<file path="config.mk">
export PLATFORM = sky130hd
export DESIGN_NAME = mult_dot_product_flat
export DESIGN_NICKNAME = d
export VERILOG_FILES = /design/src/rtl/mult_pkg.sv /design/src/rtl/mult_dot_product_if.sv /design/src/rtl/sync_fifo.sv /design/src/rtl/mult_dot_product.sv /design/src/flat_wrapper.sv
export SDC_FILE = /design/constraint.sdc
export NUM_CORES = 1
export LEC_CHECK = 0
export ABC_AREA = 1
export CORE_MARGIN = 4
export CORE_UTILIZATION = 45
export DETAILED_ROUTE_END_ITERATION = 12
export DONT_BUFFER_PORTS = 1
export GPL_TIMING_DRIVEN = 1
export SLEW_MARGIN = 20
export SYNTH_ARGS = -nofsm -noshare
export SYNTH_HDL_FRONTEND = slang
export SYNTH_HIERARCHICAL = 1
export SYNTH_SLANG_ARGS = --single-unit
</file>
<file path="constraint.sdc">
create_clock -name clk -period 8.5 [get_ports clk]
set_input_delay 1.275 -clock clk [delete_from_list [all_inputs] [get_ports clk]]
set_output_delay 1.275 -clock clk [all_outputs]
set_load 0.005 [all_outputs]
</file>
<file path="src/rtl/mult_pkg.sv">
// Shared types and widths for the dot-product sequencer and its multiplier.
package mult_pkg;

    localparam int unsigned OPERAND_W = 32;
    localparam int unsigned PRODUCT_W = 64;

    typedef enum logic [1:0] {
        IDLE  = 2'd0,
        ISSUE = 2'd1,
        WAIT  = 2'd2,
        OUT   = 2'd3
    } dp_state_t;

    typedef struct packed {
        logic                 last;
        logic [OPERAND_W-1:0] a;
        logic [OPERAND_W-1:0] b;
    } operand_pair_t;

endpackage

</file>
<file path="src/rtl/mult_dot_product_if.sv">
// Operand stream in, multiplier handshake, and dot-product result out.
interface mult_dot_product_if #(
    parameter int unsigned ACC_W = 72,
    parameter int unsigned CNT_W = 16
) ();
    import mult_pkg::*;

    logic                 in_valid;
    logic                 in_ready;
    logic [OPERAND_W-1:0] in_a;
    logic [OPERAND_W-1:0] in_b;
    logic                 in_last;

    logic                 mult_start;
    logic [OPERAND_W-1:0] mult_a;
    logic [OPERAND_W-1:0] mult_b;
    logic                 mult_busy;
    logic [PRODUCT_W-1:0] mult_product;

    logic                 out_valid;
    logic                 out_ready;
    logic [ACC_W-1:0]     out_sum;
    logic [CNT_W-1:0]     out_count;

    // Sequencer view.
    modport slave (
        input  in_valid, in_a, in_b, in_last,
        input  mult_busy, mult_product,
        input  out_ready,
        output in_ready,
        output mult_start, mult_a, mult_b,
        output out_valid, out_sum, out_count
    );

    // Environment view: operand producer, multiplier and result consumer.
    modport master (
        output in_valid, in_a, in_b, in_last,
        output mult_busy, mult_product,
        output out_ready,
        input  in_ready,
        input  mult_start, mult_a, mult_b,
        input  out_valid, out_sum, out_count
    );

endinterface

</file>
<file path="src/rtl/sync_fifo.sv">
// Single-clock FIFO, registered full flag, no fall-through.
module sync_fifo #(
    parameter int unsigned WIDTH = 8,
    parameter int unsigned DEPTH = 4
) (
    input  logic             clk,
    input  logic             reset,
    input  logic             push_i,
    input  logic [WIDTH-1:0] wdata_i,
    input  logic             pop_i,
    output logic [WIDTH-1:0] rdata_o,
    output logic             full_o,
    output logic             empty_o
);

    localparam int unsigned AW = (DEPTH > 1) ? $clog2(DEPTH) : 1;
    localparam int unsigned CW = AW + 1;

    logic [WIDTH-1:0] mem_q [DEPTH];
    logic [AW-1:0]    wr_ptr_q, wr_ptr_d;
    logic [AW-1:0]    rd_ptr_q, rd_ptr_d;
    logic [CW-1:0]    count_q, count_d;
    logic             full_q, full_d;
    logic             do_push_c, do_pop_c;

    assign empty_o   = (count_q == '0);
    assign full_o    = full_q;
    assign rdata_o   = mem_q[rd_ptr_q];
    assign do_push_c = push_i && !full_q;
    assign do_pop_c  = pop_i && !empty_o;

    // Pointer and occupancy update; power-of-two depth makes pointers wrap naturally.
    always_comb begin
        wr_ptr_d = wr_ptr_q;
        rd_ptr_d = rd_ptr_q;
        count_d  = count_q;
        if (do_push_c) begin
            wr_ptr_d = wr_ptr_q + AW'(1);
        end
        if (do_pop_c) begin
            rd_ptr_d = rd_ptr_q + AW'(1);
        end
        case ({do_push_c, do_pop_c})
            2'b10:   count_d = count_q + CW'(1);
            2'b01:   count_d = count_q - CW'(1);
            default: count_d = count_q;
        endcase
        full_d = (count_d == CW'(DEPTH));
    end

    // Control state; full is held during reset so nothing is accepted until the first clean cycle.
    always_ff @(posedge clk) begin
        if (reset) begin
            wr_ptr_q <= '0;
            rd_ptr_q <= '0;
            count_q  <= '0;
            full_q   <= 1'b1;
        end else begin
            wr_ptr_q <= wr_ptr_d;
            rd_ptr_q <= rd_ptr_d;
            count_q  <= count_d;
            full_q   <= full_d;
        end
    end

    // Storage write.
    always_ff @(posedge clk) begin
        if (do_push_c) begin
            mem_q[wr_ptr_q] <= wdata_i;
        end
    end

endmodule

</file>
<file path="src/rtl/mult_dot_product.sv">
// Feeds buffered operand pairs to mult32x32 and accumulates products into dot-product sums.
module mult_dot_product
    import mult_pkg::*;
#(
    parameter int unsigned FIFO_DEPTH = 4,
    parameter int unsigned ACC_W      = 72,
    parameter int unsigned CNT_W      = 16
) (
    input  logic              clk,
    input  logic              reset,
    mult_dot_product_if.slave bus
);

    localparam int unsigned PAIR_W = $bits(operand_pair_t);

    dp_state_t            state_q, state_d;
    logic [ACC_W-1:0]     acc_q, acc_d;
    logic [CNT_W-1:0]     cnt_q, cnt_d;
    logic [OPERAND_W-1:0] mult_a_q, mult_a_d;
    logic [OPERAND_W-1:0] mult_b_q, mult_b_d;
    logic                 cur_last_q, cur_last_d;
    logic                 mult_start_q, mult_start_d;
    logic                 out_valid_q, out_valid_d;
    logic [ACC_W-1:0]     out_sum_q, out_sum_d;
    logic [CNT_W-1:0]     out_count_q, out_count_d;

    logic [ACC_W-1:0]     acc_sum_c;
    logic [CNT_W-1:0]     cnt_inc_c;
    operand_pair_t        in_pair_c;
    operand_pair_t        head_c;
    logic                 fifo_push_c;
    logic                 fifo_pop_c;
    logic                 fifo_full;
    logic                 fifo_empty_c;

    assign in_pair_c   = {bus.in_last, bus.in_a, bus.in_b};
    assign fifo_push_c = bus.in_valid && !fifo_full;
    assign acc_sum_c   = acc_q + ACC_W'(bus.mult_product);
    assign cnt_inc_c   = cnt_q + CNT_W'(1);

    assign bus.in_ready   = !fifo_full;
    assign bus.mult_start = mult_start_q;
    assign bus.mult_a     = mult_a_q;
    assign bus.mult_b     = mult_b_q;
    assign bus.out_valid  = out_valid_q;
    assign bus.out_sum    = out_sum_q;
    assign bus.out_count  = out_count_q;

    // Operand-pair buffer between the input stream and the multiplier.
    sync_fifo #(
        .WIDTH (PAIR_W),
        .DEPTH (FIFO_DEPTH)
    ) u_fifo (
        .clk     (clk),
        .reset   (reset),
        .push_i  (fifo_push_c),
        .wdata_i (in_pair_c),
        .pop_i   (fifo_pop_c),
        .rdata_o (head_c),
        .full_o  (fifo_full),
        .empty_o (fifo_empty_c)
    );

    // Sequencer: pop, pulse start, wait out the multiplier, accumulate, present on last.
    always_comb begin
        state_d      = state_q;
        acc_d        = acc_q;
        cnt_d        = cnt_q;
        mult_a_d     = mult_a_q;
        mult_b_d     = mult_b_q;
        cur_last_d   = cur_last_q;
        mult_start_d = 1'b0;
        out_valid_d  = out_valid_q;
        out_sum_d    = out_sum_q;
        out_count_d  = out_count_q;
        fifo_pop_c   = 1'b0;

        case (state_q)
            IDLE: begin
                if (!fifo_empty_c) begin
                    fifo_pop_c   = 1'b1;
                    mult_a_d     = head_c.a;
                    mult_b_d     = head_c.b;
                    cur_last_d   = head_c.last;
                    mult_start_d = 1'b1;
                    state_d      = ISSUE;
                end
            end
            ISSUE: begin
                // Multiplier only raises busy after sampling start, so busy is not examined here.
                state_d = WAIT;
            end
            WAIT: begin
                if (!bus.mult_busy) begin
                    if (cur_last_q) begin
                        out_sum_d   = acc_sum_c;
                        out_count_d = cnt_inc_c;
                        out_valid_d = 1'b1;
                        acc_d       = '0;
                        cnt_d       = '0;
                        state_d     = OUT;
                    end else begin
                        acc_d   = acc_sum_c;
                        cnt_d   = cnt_inc_c;
                        state_d = IDLE;
                    end
                end
            end
            OUT: begin
                if (bus.out_ready) begin
                    out_valid_d = 1'b0;
                    state_d     = IDLE;
                end
            end
            default: begin
                state_d = IDLE;
            end
        endcase
    end

    // State and output registers.
    always_ff @(posedge clk) begin
        if (reset) begin
            state_q      <= IDLE;
            acc_q        <= '0;
            cnt_q        <= '0;
            mult_a_q     <= '0;
            mult_b_q     <= '0;
            cur_last_q   <= 1'b0;
            mult_start_q <= 1'b0;
            out_valid_q  <= 1'b0;
            out_sum_q    <= '0;
            out_count_q  <= '0;
        end else begin
            state_q      <= state_d;
            acc_q        <= acc_d;
            cnt_q        <= cnt_d;
            mult_a_q     <= mult_a_d;
            mult_b_q     <= mult_b_d;
            cur_last_q   <= cur_last_d;
            mult_start_q <= mult_start_d;
            out_valid_q  <= out_valid_d;
            out_sum_q    <= out_sum_d;
            out_count_q  <= out_count_d;
        end
    end

endmodule

</file>
<file path="src/flat_wrapper.sv">
// flat-port wrapper written by rule: the top's interface ports become plain ports
module mult_dot_product_flat import mult_pkg::*;
#(
    parameter int unsigned FIFO_DEPTH = 4,
    parameter int unsigned ACC_W      = 72,
    parameter int unsigned CNT_W      = 16
)
  (clk, reset, bus_in_valid, bus_in_a, bus_in_b, bus_in_last, bus_mult_busy, bus_mult_product, bus_out_ready, bus_in_ready, bus_mult_start, bus_mult_a, bus_mult_b, bus_out_valid, bus_out_sum, bus_out_count);
  mult_dot_product_if #(.ACC_W(ACC_W), .CNT_W(CNT_W)) bus_i ();
  input  logic clk;
  input  logic reset;
  input wire logic [$bits(bus_i.in_valid)-1:0] bus_in_valid;
  input wire logic [$bits(bus_i.in_a)-1:0] bus_in_a;
  input wire logic [$bits(bus_i.in_b)-1:0] bus_in_b;
  input wire logic [$bits(bus_i.in_last)-1:0] bus_in_last;
  input wire logic [$bits(bus_i.mult_busy)-1:0] bus_mult_busy;
  input wire logic [$bits(bus_i.mult_product)-1:0] bus_mult_product;
  input wire logic [$bits(bus_i.out_ready)-1:0] bus_out_ready;
  output wire logic [$bits(bus_i.in_ready)-1:0] bus_in_ready;
  output wire logic [$bits(bus_i.mult_start)-1:0] bus_mult_start;
  output wire logic [$bits(bus_i.mult_a)-1:0] bus_mult_a;
  output wire logic [$bits(bus_i.mult_b)-1:0] bus_mult_b;
  output wire logic [$bits(bus_i.out_valid)-1:0] bus_out_valid;
  output wire logic [$bits(bus_i.out_sum)-1:0] bus_out_sum;
  output wire logic [$bits(bus_i.out_count)-1:0] bus_out_count;
  assign bus_i.in_valid = bus_in_valid;
  assign bus_i.in_a = bus_in_a;
  assign bus_i.in_b = bus_in_b;
  assign bus_i.in_last = bus_in_last;
  assign bus_i.mult_busy = bus_mult_busy;
  assign bus_i.mult_product = bus_mult_product;
  assign bus_i.out_ready = bus_out_ready;
  assign bus_in_ready = bus_i.in_ready;
  assign bus_mult_start = bus_i.mult_start;
  assign bus_mult_a = bus_i.mult_a;
  assign bus_mult_b = bus_i.mult_b;
  assign bus_out_valid = bus_i.out_valid;
  assign bus_out_sum = bus_i.out_sum;
  assign bus_out_count = bus_i.out_count;
  mult_dot_product #(.FIFO_DEPTH(FIFO_DEPTH), .ACC_W(ACC_W), .CNT_W(CNT_W)) u_core (.clk(clk), .reset(reset), .bus(bus_i));
endmodule
</file>
==> results.py <==
metrics = {
    "clock_network": {
        "post_cts_buffers": 0,
        "cts_tree": "done",
        "ctsHtreeMaxLevel": 2,
        "cts_resized": 0,
        "cts_root_buffer": "clkbuf_16",
        "clk_pin_slew_ns": 0.06,
        "cts_inserted_buffers": 55,
        "cts_buffer_depth": 3,
        "cts_hold_buf": 0,
        "cts_sinks": 515,
        "clk_latency_ns": 0.62,
    },
    "grt": {
        "grt_pass1_wl_microns": 111300,
        "grt_pass1_vias": 19670,
        "grt_start_max_net_pins": 165,
        "grt_overflow": 0,
        "antenna_found_initial": 4,
        "grt_util_all_layers_pct": 23.31,
    },
    "worst_hold_path": {
        "min_path_type": "flip-flop to flip-flop",
        "min-delay-start": "u_core/acc_q[59]$_SDFFE_PP0P_",
        "whs_endpoint": "u_core/acc_q[59]$_SDFFE_PP0P_",
        "holdPathStages": 2,
    },
    "logic_synthesis": {
        "synth_flop_cell": "edfxtp_1",
        "yosysTopAreaCell": "edfxtp_1",
        "synth_commonest_cells": "741 x nand2_1, 519 x nor2_1, 382 x inv_1",
        "synth_top_family_by_area": "simple AND/OR/NAND/NOR gates",
        "netlist_instances": 3184,
        "netlist_top_cells_area": "edfxtp_1 31%, dfxtp_1 20%, nand2_1 11%",
        "async_flop_share_pct": 0,
        "synth_fa_ha_area_share_pct": 3.585,
        "yosys.area_share.simple_pct": 23.83,
        "seq_area_frac_synth_pct": 50.54,
        "yosysMostFrequentCell": "nand2_1",
        "synth_compound_area_share_pct": 11.86,
        "muxShareOfSynthArea_pct": 0,
        "synthesis.nets": 3390,
        "synth-seq-cells": 515,
        "synthesis.area_sq_um": 25550,
        "synth.avg_cell_area_sq_um": 8.024,
        "synth-xor-area-share_pct": 1.773,
        "ys_warn_count": 6,
        "synth_edf_count": 260,
        "synth_top_area_share_pct": 30.56,
        "synth.distinct_cells": 52,
    },
    "setup_path": {
        "crit_fanout": 89,
        "path_common_cell": "buf_4",
        "end_kind": "flip-flop",
        "arrival_ns": 3.83,
        "slowest_stage": "buf_4",
        "critPathRequiredTime_ns": 9.03,
        "r2r-start": "u_core/state_q[0]$_SDFFE_PP0P_",
        "r2r_setup_slack_ns": 5.37,
        "cpPeakStageDelay_ns": 0.78,
        "rr_worst_depth": 10,
        "start_kind": "input port",
        "worst-setup-path-type": "input port to flip-flop",
        "crit_chain": "nor2_1 -> inv_2 -> buf_4 -> nor2_4 -> buf_4 -> inv_1 -> or2_2 -> a21oi_1",
        "r2r_end": "u_core/cnt_q[14]$_SDFFE_PP0P_",
    },
    "placed_design": {
        "gp_congestion": 0.9697,
        "hpwl_microns": 50220,
        "portBuffers": 0,
    },
    "sta": {
        "hold_violations": 0,
        "finalSetupViolCount": 0,
        "fmax_mhz": 303.6,
        "finalMaxSlewViolations": 0,
        "max_slew_margin_pct": 24.70,
        "fin_skew_ns": 0.02354,
        "tns_ns": 0,
        "tightest_slew_ns": 1.129,
        "period_minus_slack_ns": 3.294,
        "min_period_over_period_pct": 38.75,
        "rsz0062_at_grt": "false",
    },
    "cells_and_area": {
        "syn_to_final_growth_pct": 9.809,
        "drive_above_1_share_pct": 8.011,
        "fin_util_pct": 49.85,
        "nets": 3342,
    },
    "pwr": {
        "comb_power_share_pct": 7.3,
        "p_leak_nw": 11.81,
        "vdd_ir_drop_max_uv": 212.6,
        "power_frac_seq_pct": 47.5,
        "p_switching_w": 0.001380,
        "power.density_nw_per_um2": 205.4,
        "intPower_w": 0.004383,
        "sw_frac_of_total_pct": 23.95,
        "power_frac_clock_pct": 45.2,
    },
    "run_status": {
        "status": "finished clean",
    },
    "route": {
        "dr.first_iter.drc_count": 1280,
        "antenna_left": 0,
        "drc": 0,
        "vias_per_cell": 5.187,
        "totalWireLength_microns": 73110,
        "post_drt_wl_per_cell_microns": 18.55,
        "dr.pass1.iters": 5,
        "vias": 20440,
    },
    "die": {
        "start_util_pct": 45.40,
        "dieArea_sq_um": 60650,
        "rows": 87,
        "ioPinCount": 289,
        "die_y_microns": 246.3,
        "fp.dieW_microns": 246.3,
        "coreArea_sq_um": 56280,
    },
    "job": {
        "maxCapViolations": 0,
    },
}
-- layer usage --
layer / track usage, % / wire (microns) / share of wire [%]
met1: 29.53 / 30780 / 42
met2: 39.08 / 34280 / 47
met3: 6.683 / 6038 / 8.3
met4: 6.574 / 1974 / 2.7
met5: 0 / 32 / 0.044
-- placed cells by master (no fill, tap or decap), types with 23 or more instances in the layout --
master | Yosys | routed
nor2_4 | 22 | 28
inv_2 | 24 | 23
xor2_1 | 39 | 39
o22ai_1 | 46 | 46
a21oi_1 | 179 | 179
inv_1 | 382 | 380
ha_1 | 70 | 70
o21ai_0 | 247 | 247
nand3_1 | 85 | 85
edfxtp_1 | 260 | 260
nand2_1 | 741 | 741
nor2_1 | 519 | 514
o21ai_1 | 35 | 35
clkbuf_16 | 0 | 56
dfxtp_1 | 255 | 253
-- power by group through the flow --
stage | Sequential [W] | Combinational (W) | Clock [W]
after floorplan | 0.00277 | 0.000321 | 0
final | 0.00274 | 0.000421 | 0.00261
after CTS | 0.00274 | 0.000421 | 0.00267
after detailed placement | 0.00279 | 0.000418 | 0
after global routing | 0.00274 | 0.000475 | 0.00278
after global placement | 0.00279 | 0.000414 | 0
-- worst max-delay path, delay by kind of cell --
kind,cells,cell delay [ns]
AO/OA/AOI/OAI,1,0.13
buffers and inverters,4,1.64
AND/OR/NAND/NOR,3,0.72
-- cell type report --
class	instances	area, sq um
Antenna cell	1	2.502
Clock inverter	31	439.2
Tap cell	756	945.9
Fill cell	5475	28220
Multi-Input combinational cell	2141	10530
Clock buffer	73	1565
Sequential cell	515	12920
Timing Repair Buffer	15	112.6
Inverter	408	1541
-- cells by family after synthesis --
logic type / after synthesis
xor gates and xnor gates: 50
adders and majority gates: 72
DFF: 515
buffers and inverters: 528
AOI/OAI and AO/OA: 551
and+or+nand+nor: 1468
-- how the worst max path moves through the flow --
stage	startpoint	endpoint	slack [ns]
global placement	bus_mult_busy	u_core/cnt_q[5]$_SDFFE_PP0P_	4.56
finish	bus_mult_busy	u_core/cnt_q[14]$_SDFFE_PP0P_	5.21
detailed placement	bus_mult_busy	u_core/cnt_q[14]$_SDFFE_PP0P_	4.55
CTS	bus_mult_busy	u_core/cnt_q[14]$_SDFFE_PP0P_	5.21
global route	bus_mult_busy	u_core/cnt_q[14]$_SDFFE_PP0P_	4.90
floorplan	bus_in_valid	u_core/u_fifo/mem_q[0][0]$_DFFE_PP_	3.74
-- stage by stage --
step	setup WS, ns	power, W	cell area, sq um	hold WS, ns	std cells
4_1_cts	5.210	0.005832	28050	0.4731	3939
3_3_place_gp	4.561	0.003203	26050	0.4560	3835
3_5_place_dp	4.546	0.003208	26050	0.4634	3835
6_report	5.206	0.005763	28060	0.4725	3940
2_1_floorplan	3.737	0.003091	25550	0.4342	3184
5_1_grt	4.904	0.005997	28050	0.4908	3939
-- state kept, by name (all words and copies together), names as in the netlist, 2 cells and up, named ones only --
| register | flops |
|---|---|
| u_core/u_fifo/mem_q | 260 |
| u_core/acc_q | 72 |
| u_core/bus.out_sum | 72 |
| u_core/bus.mult_a | 32 |
| u_core/bus.mult_b | 32 |
| u_core/bus.out_count | 16 |
| u_core/cnt_q | 16 |
| u_core/u_fifo/count_q | 3 |
| u_core/state_q | 2 |
| u_core/u_fifo/rd_ptr_q | 2 |
| u_core/u_fifo/wr_ptr_q | 2 |
No activity file was read; power rests on OpenSTA's default activity.
